[config.mk]
export PLATFORM = sky130hd
export DESIGN_NAME = pc_gen
export DESIGN_NICKNAME = d
export VERILOG_FILES = /design/src/rtl/pc_gen.sv
export SDC_FILE = /design/constraint.sdc
export NUM_CORES = 1
export LEC_CHECK = 0
export CAP_MARGIN = 20
export CORE_MARGIN = 2
export CORE_UTILIZATION = 52
export CTS_CLUSTER_SIZE = 24
export DETAILED_ROUTE_END_ITERATION = 8
export MAX_ROUTING_LAYER = met4
export PLACE_DENSITY = 0.83
export SETUP_SLACK_MARGIN = 0.2
export SYNTH_ARGS = -nofsm -noshare
export SYNTH_HDL_FRONTEND = slang
export SYNTH_SLANG_ARGS = --single-unit
[constraint.sdc]
create_clock -name clk_i -period 5.6 [get_ports clk_i]
set_clock_uncertainty 0.2 [all_clocks]
set_input_delay 0.84 -clock clk_i [delete_from_list [all_inputs] [get_ports clk_i]]
set_output_delay 0.84 -clock clk_i [all_outputs]
set_load 0.02 [all_outputs]
[src/rtl/pc_gen.sv]
// Program-counter generator: boot delay, trap/jump redirects with stall buffering, debug halt.
// Optional macro PC_ALIGN_CHK_EN adds misaligned-target rejection with misalign_o/misalign_addr_o.
module pc_gen #(
  parameter int unsigned ADDR_W     = 32,
  parameter logic [31:0] RESET_VEC  = 32'h0000_0000,
  parameter int unsigned STEP       = 4,
  parameter int unsigned BOOT_DELAY = 2
) (
  input  logic              clk_i,
  input  logic              rst_i,
  input  logic              trap_valid_i,
  input  logic [ADDR_W-1:0] trap_addr_i,
  input  logic              jump_valid_i,
  input  logic [ADDR_W-1:0] jump_addr_i,
  input  logic              stall_i,
  input  logic              halt_i,
  input  logic              resume_i,
  input  logic              fetch_ready_i,
  output logic [ADDR_W-1:0] pc_o,
  output logic              fetch_valid_o,
  output logic [1:0]        state_o,
`ifdef PC_ALIGN_CHK_EN
  output logic              misalign_o,
  output logic [ADDR_W-1:0] misalign_addr_o,
`endif
  output logic              pend_o
);

  localparam int unsigned       CNT_W    = (BOOT_DELAY > 1) ? $clog2(BOOT_DELAY) : 1;
  localparam logic [CNT_W-1:0]  CNT_LAST = CNT_W'(BOOT_DELAY - 1);
  localparam logic [ADDR_W-1:0] RST_PC   = ADDR_W'(RESET_VEC);
  localparam logic [ADDR_W-1:0] STEP_INC = ADDR_W'(STEP);
`ifdef PC_ALIGN_CHK_EN
  localparam logic [ADDR_W-1:0] ALIGN_MASK = ADDR_W'(STEP - 1);
`endif

  typedef enum logic [1:0] {
    ST_BOOT = 2'b00,
    ST_RUN  = 2'b01,
    ST_HALT = 2'b10
  } state_e;

  state_e            state_q, state_d;
  logic [ADDR_W-1:0] pc_q, pc_d;
  logic [CNT_W-1:0]  cnt_q, cnt_d;
  logic              pend_q, pend_d;
  logic [ADDR_W-1:0] pend_addr_q, pend_addr_d;
  logic              redir_en;
  logic [ADDR_W-1:0] redir_addr;
`ifdef PC_ALIGN_CHK_EN
  logic              mis_q, mis_d;
  logic [ADDR_W-1:0] mis_addr_q, mis_addr_d;
`endif

  always_comb begin
    state_d     = state_q;
    pc_d        = pc_q;
    cnt_d       = cnt_q;
    pend_d      = pend_q;
    pend_addr_d = pend_addr_q;
    redir_en    = 1'b0;
    redir_addr  = '0;
`ifdef PC_ALIGN_CHK_EN
    mis_d       = 1'b0;
    mis_addr_d  = mis_addr_q;
`endif

    case (state_q)
      ST_BOOT: begin
        cnt_d = cnt_q + CNT_W'(1);
        if (cnt_q == CNT_LAST) begin
          state_d = ST_RUN;
          cnt_d   = '0;
        end
      end
      ST_RUN: begin
        if (trap_valid_i) begin
          pend_d     = 1'b0;
          redir_en   = 1'b1;
          redir_addr = trap_addr_i;
        end else if (jump_valid_i && !stall_i) begin
          pend_d     = 1'b0;
          redir_en   = 1'b1;
          redir_addr = jump_addr_i;
        end else if (jump_valid_i && stall_i) begin
          pend_d      = 1'b1;
          pend_addr_d = jump_addr_i;
        end else if (pend_q && !stall_i) begin
          pend_d     = 1'b0;
          redir_en   = 1'b1;
          redir_addr = pend_addr_q;
        end else if (fetch_ready_i && !stall_i && !halt_i) begin
          pc_d = pc_q + STEP_INC;
        end
        if (halt_i) state_d = ST_HALT;
      end
      ST_HALT: begin
        // Pending jump survives HALT; only a trap overrides it.
        if (trap_valid_i) begin
          pend_d     = 1'b0;
          redir_en   = 1'b1;
          redir_addr = trap_addr_i;
          state_d    = ST_RUN;
        end else if (resume_i) begin
          state_d = ST_RUN;
        end
      end
      default: state_d = ST_RUN;
    endcase

    // Redirect targets funnel through one point so the alignment gate covers all of them.
`ifdef PC_ALIGN_CHK_EN
    if (redir_en) begin
      if ((redir_addr & ALIGN_MASK) != '0) begin
        mis_d      = 1'b1;
        mis_addr_d = redir_addr;
      end else begin
        pc_d = redir_addr;
      end
    end
`else
    if (redir_en) pc_d = redir_addr;
`endif
  end

  always_ff @(posedge clk_i or posedge rst_i) begin
    if (rst_i) begin
      state_q     <= ST_BOOT;
      pc_q        <= RST_PC;
      cnt_q       <= '0;
      pend_q      <= 1'b0;
      pend_addr_q <= '0;
`ifdef PC_ALIGN_CHK_EN
      mis_q       <= 1'b0;
      mis_addr_q  <= '0;
`endif
    end else begin
      state_q     <= state_d;
      pc_q        <= pc_d;
      cnt_q       <= cnt_d;
      pend_q      <= pend_d;
      pend_addr_q <= pend_addr_d;
`ifdef PC_ALIGN_CHK_EN
      mis_q       <= mis_d;
      mis_addr_q  <= mis_addr_d;
`endif
    end
  end

  assign pc_o          = pc_q;
  assign pend_o        = pend_q;
  assign state_o       = state_q;
  assign fetch_valid_o = (state_q == ST_RUN) && !stall_i;
`ifdef PC_ALIGN_CHK_EN
  assign misalign_o      = mis_q;
  assign misalign_addr_o = mis_addr_q;
`endif

endmodule

==> results.txt <==
- Traced cell by cell, the critical path runs through clkdlybuf4s50_1, o21ba_2, o211ai_1, buf_4, nand2_1, a21oi_1, a211oi_1.
- After layout, the worst path uses 58.71% of the clock period.
* HPWL after detailed placement: 7516 um
- STA classifies the critical path startpoint as an input port.
- Data on the critical path arrives at its endpoint at 3.30 ns.
* Post_cts resized: 0
* Buf+Inv Stages, Crit Path: 2
* Endpoint of the most critical register-to-register path: pc_o[25]
* Final-report hold violation count: 0
* Width of the die: 90.81 um
- Detailed router's first-iteration violation count: 235
- Total standard cell area after synthesis: 3919 um^2
* Setup TNS: 0 ns
- Clock transition at path regs: 0.08 ns
* Source of the critical timing path: jump_valid_i
- Fin nets: 566
- CTS Sinks: 68
* Leading cell type in the layout, fill and taps excluded: clkdlybuf4s50_1
- The path class of the tightest hold or removal check is reg2reg.
* Setup Buffers After CTS: 0
* Top-Level Pins: 108
- Setup repair after global routing left no endpoint under its margin.
- Maximum count of clock buffers along a single path: 2
* Post-synthesis sequential element count: 68
- The die is 90.81 um tall.
- Via count of the first global-routing pass: 3384
* Top flip-flop cell by instance count after synthesis: dfrtp_1
- OpenSTA, run right after detailed placement, puts the worst setup slack at 2.023 ns.
- Worst slew pin tran: 1.072 ns
- At the worst endpoint, the required time is 5.61 ns.
- For this run, design rule violations remaining after detail routing come to 0.
- Static timing analysis puts the maximum clock frequency at 304.2 MHz.
* Run status: completed
* Area growth syn-to-layout: 32.89%
* Worst path slowest cell: clkdlybuf4s50_1
- Cell at the root of the clock tree: clkbuf_8
- Power per cell area: 495.3 nW/um^2
- The top cell types in the final layout, fill and taps aside, are clkdlybuf4s50_1 (106), dfrtp_1 (68), nor2_1 (37), mux2_2 (32).
* Post-synth top area cell: dfrtp_1
* Final setup violating endpoints: 0
- The final layout contains routed wiring with a total length of 10490 um.
* Total global routing overflow: 0
- The synthesized design devotes to its leading area cell type 43.42% of total area.
- Relative slew slack: 28.51%
* Number of rows created at floorplan: 31
* Number of cells on the critical path: 7
* Placer's final routability congestion estimate: 0.8889
- Clock tree from TritonCTS: done
- The final max-slew violation count is 0.
- The die covers 8246 um^2.
- For this run, the register share of the synthesized area comes to 43.42%.
- Max-cap violations in this run came to 0.
* Starting utilization of the core area: 53.74%
* Pre-antenna DRT Iters: 6
- Mean instance size in the synthesized netlist: 9.921 um^2
* Sort of element at the end of the critical path: flip-flop
- Setup slack closes at 2.312 ns.
- Total routing usage reported by global routing: 27.09%
- Reg2reg path depth: 8
- Cell class contributing the biggest share of worst-path delay: buffers and inverters
- Counting flops with a built-in enable in the synthesized netlist gives 0.
- The first global-routing pass estimated 17250 um of wire.
* Pin count of the biggest net entering global routing: 69
- After detailed routing, the average wire length per cell comes to 17.67 um.
- Port buffering added 107 buffers.
* Largest fanout on the critical path: 53
- In this run the register-to-register setup slack is 2.86 ns.
- Fraction of layout cells with a size suffix above 1: 14.75%
* Initial antenna violation count: 0
- The number of different library cells used by synthesis comes to 47.
* Minimum clock period: 3.288 ns
* Count of vias placed by the detailed router: 3492
- The number of nets in the synthesized netlist is 471.
- For this run, the number of Yosys warnings is 0.
* Utilization after layout: 71.41%
- The clock tree synthesis step divided the H-tree into 3 levels.
- Delay of the slowest cell on the worst path: 0.67 ns
- Worst setup path endpoint: pc_o[25]
* Largest voltage drop on the vdd net: 0.2188 mV
- Antenna diode count: 0
* Standby leakage power: 0.002020 uW
* Share of flip-flops with an asynchronous set or reset: 100.0%
- Synthesized instance count: 395
- Worst-Skew Late Latency: 0.35 ns
- Area contributors post-synth: dfrtp_1 (43%), mux2_2 (9.2%), a211oi_1 (4.8%)
* Worst reg2reg startpoint: state_o[0]
* Worst setup path category: in2reg
- The core region is 7292 um^2.
- Buffers inserted during clock tree synthesis total 9.
* Vias per std cell: 5.879
- CTS Hold Buffers Added: 0
* Number of nets with antenna violations after detailed routing: 0
-- cells in the mapped netlist (2+ instances only) --
| cell type | number |
|---|---|
| buf_2 | 5 |
| nand2_1 | 21 |
| a221o_1 | 3 |
| nor4_1 | 3 |
| mux2i_1 | 3 |
| nor2_1 | 37 |
| dfrtp_1 | 68 |
| a21oi_2 | 4 |
| and3_1 | 5 |
| a211oi_1 | 25 |
| ha_1 | 4 |
| a21oi_1 | 25 |
| nand4_1 | 10 |
| nor4_4 | 2 |
| a221oi_1 | 5 |
| mux2_2 | 32 |
| nor3_1 | 8 |
| a22oi_1 | 25 |
| nand4_2 | 2 |
| nor3b_1 | 2 |
| nand2b_1 | 3 |
| o22ai_1 | 2 |
| a21o_1 | 2 |
| xor2_1 | 9 |
| o21ai_0 | 14 |
| xnor2_1 | 16 |
| nor4_2 | 2 |
| inv_1 | 10 |
| buf_1 | 7 |
| nor2b_1 | 2 |
| clkbuf_1 | 14 |
| nand3_1 | 9 |
| and4_1 | 2 |
-- how the worst min path moves through the flow --
stage,from,end,cells past startpoint
detailed placement,cnt_q,cnt_q,1
global placement,cnt_q,cnt_q,1
floorplan,cnt_q,cnt_q,1
global route,pend_addr_q[2],pend_addr_q[2],1
finish,cnt_q,cnt_q,1
CTS,cnt_q,cnt_q,1
-- where the power goes --
group          switching [uW]  internal [uW]
logic                     618            602
registers                 246            745
clock network             196            172
-- registers in the layout (all words and copies together) (netlist names) --
| signal | count |
|---|---|
| cnt_q | 1 |
| pend_o | 1 |
| pc_o | 32 |
| pend_addr_q | 32 |
| state_o | 2 |
-- layer usage --
| metal | vias to the layer above | global-route usage, % | part of all wire (%) |
|---|---|---|---|
| li1 | 1658 | - | - |
| met1 | 1681 | 34.99 | 41 |
| met2 | 138 | 44.47 | 51 |
| met3 | 15 | 3.339 | 6.0 |
| met4 | 0 | 9.217 | 1.4 |
| met5 | - | - | 0 |
-- final cells by class --
class	instances	area (um^2)
Tap cell	99	123.9
Inverter	10	37.54
Multi-Input combinational cell	289	2059
Clock inverter	6	40.04
Clock buffer	10	137.6
Fill cell	595	2085
Timing Repair Buffer	112	1107
Sequential cell	68	1702
-- through the flow --
step	hold WS, ns	cell area (um^2)	instances	power [uW]
floorplan	0.2383	3919	395	1706
global placement	0.2567	5019	577	2164
detailed placement	0.2891	5019	577	2213
CTS	0.3030	5196	593	2580
global route	0.3194	5207	594	2743
finish	0.2963	5207	594	2579
-- kinds of logic (layout without fill, tap and decap cells) --
kind of cell	after synthesis	after routing	share of synthesized area [%]
XOR/XNOR	25	25	5.587
adder cells (fa/ha/maj)	4	4	1.277
AO/OA/AOI/OAI	110	110	19.16
flip-flops	68	68	43.42
multiplexers	35	35	9.962
AND/OR/NAND/NOR	115	115	16.51
buffers and inverters	38	138	4.087
Note: power is estimated with default switching activity, not from simulation.
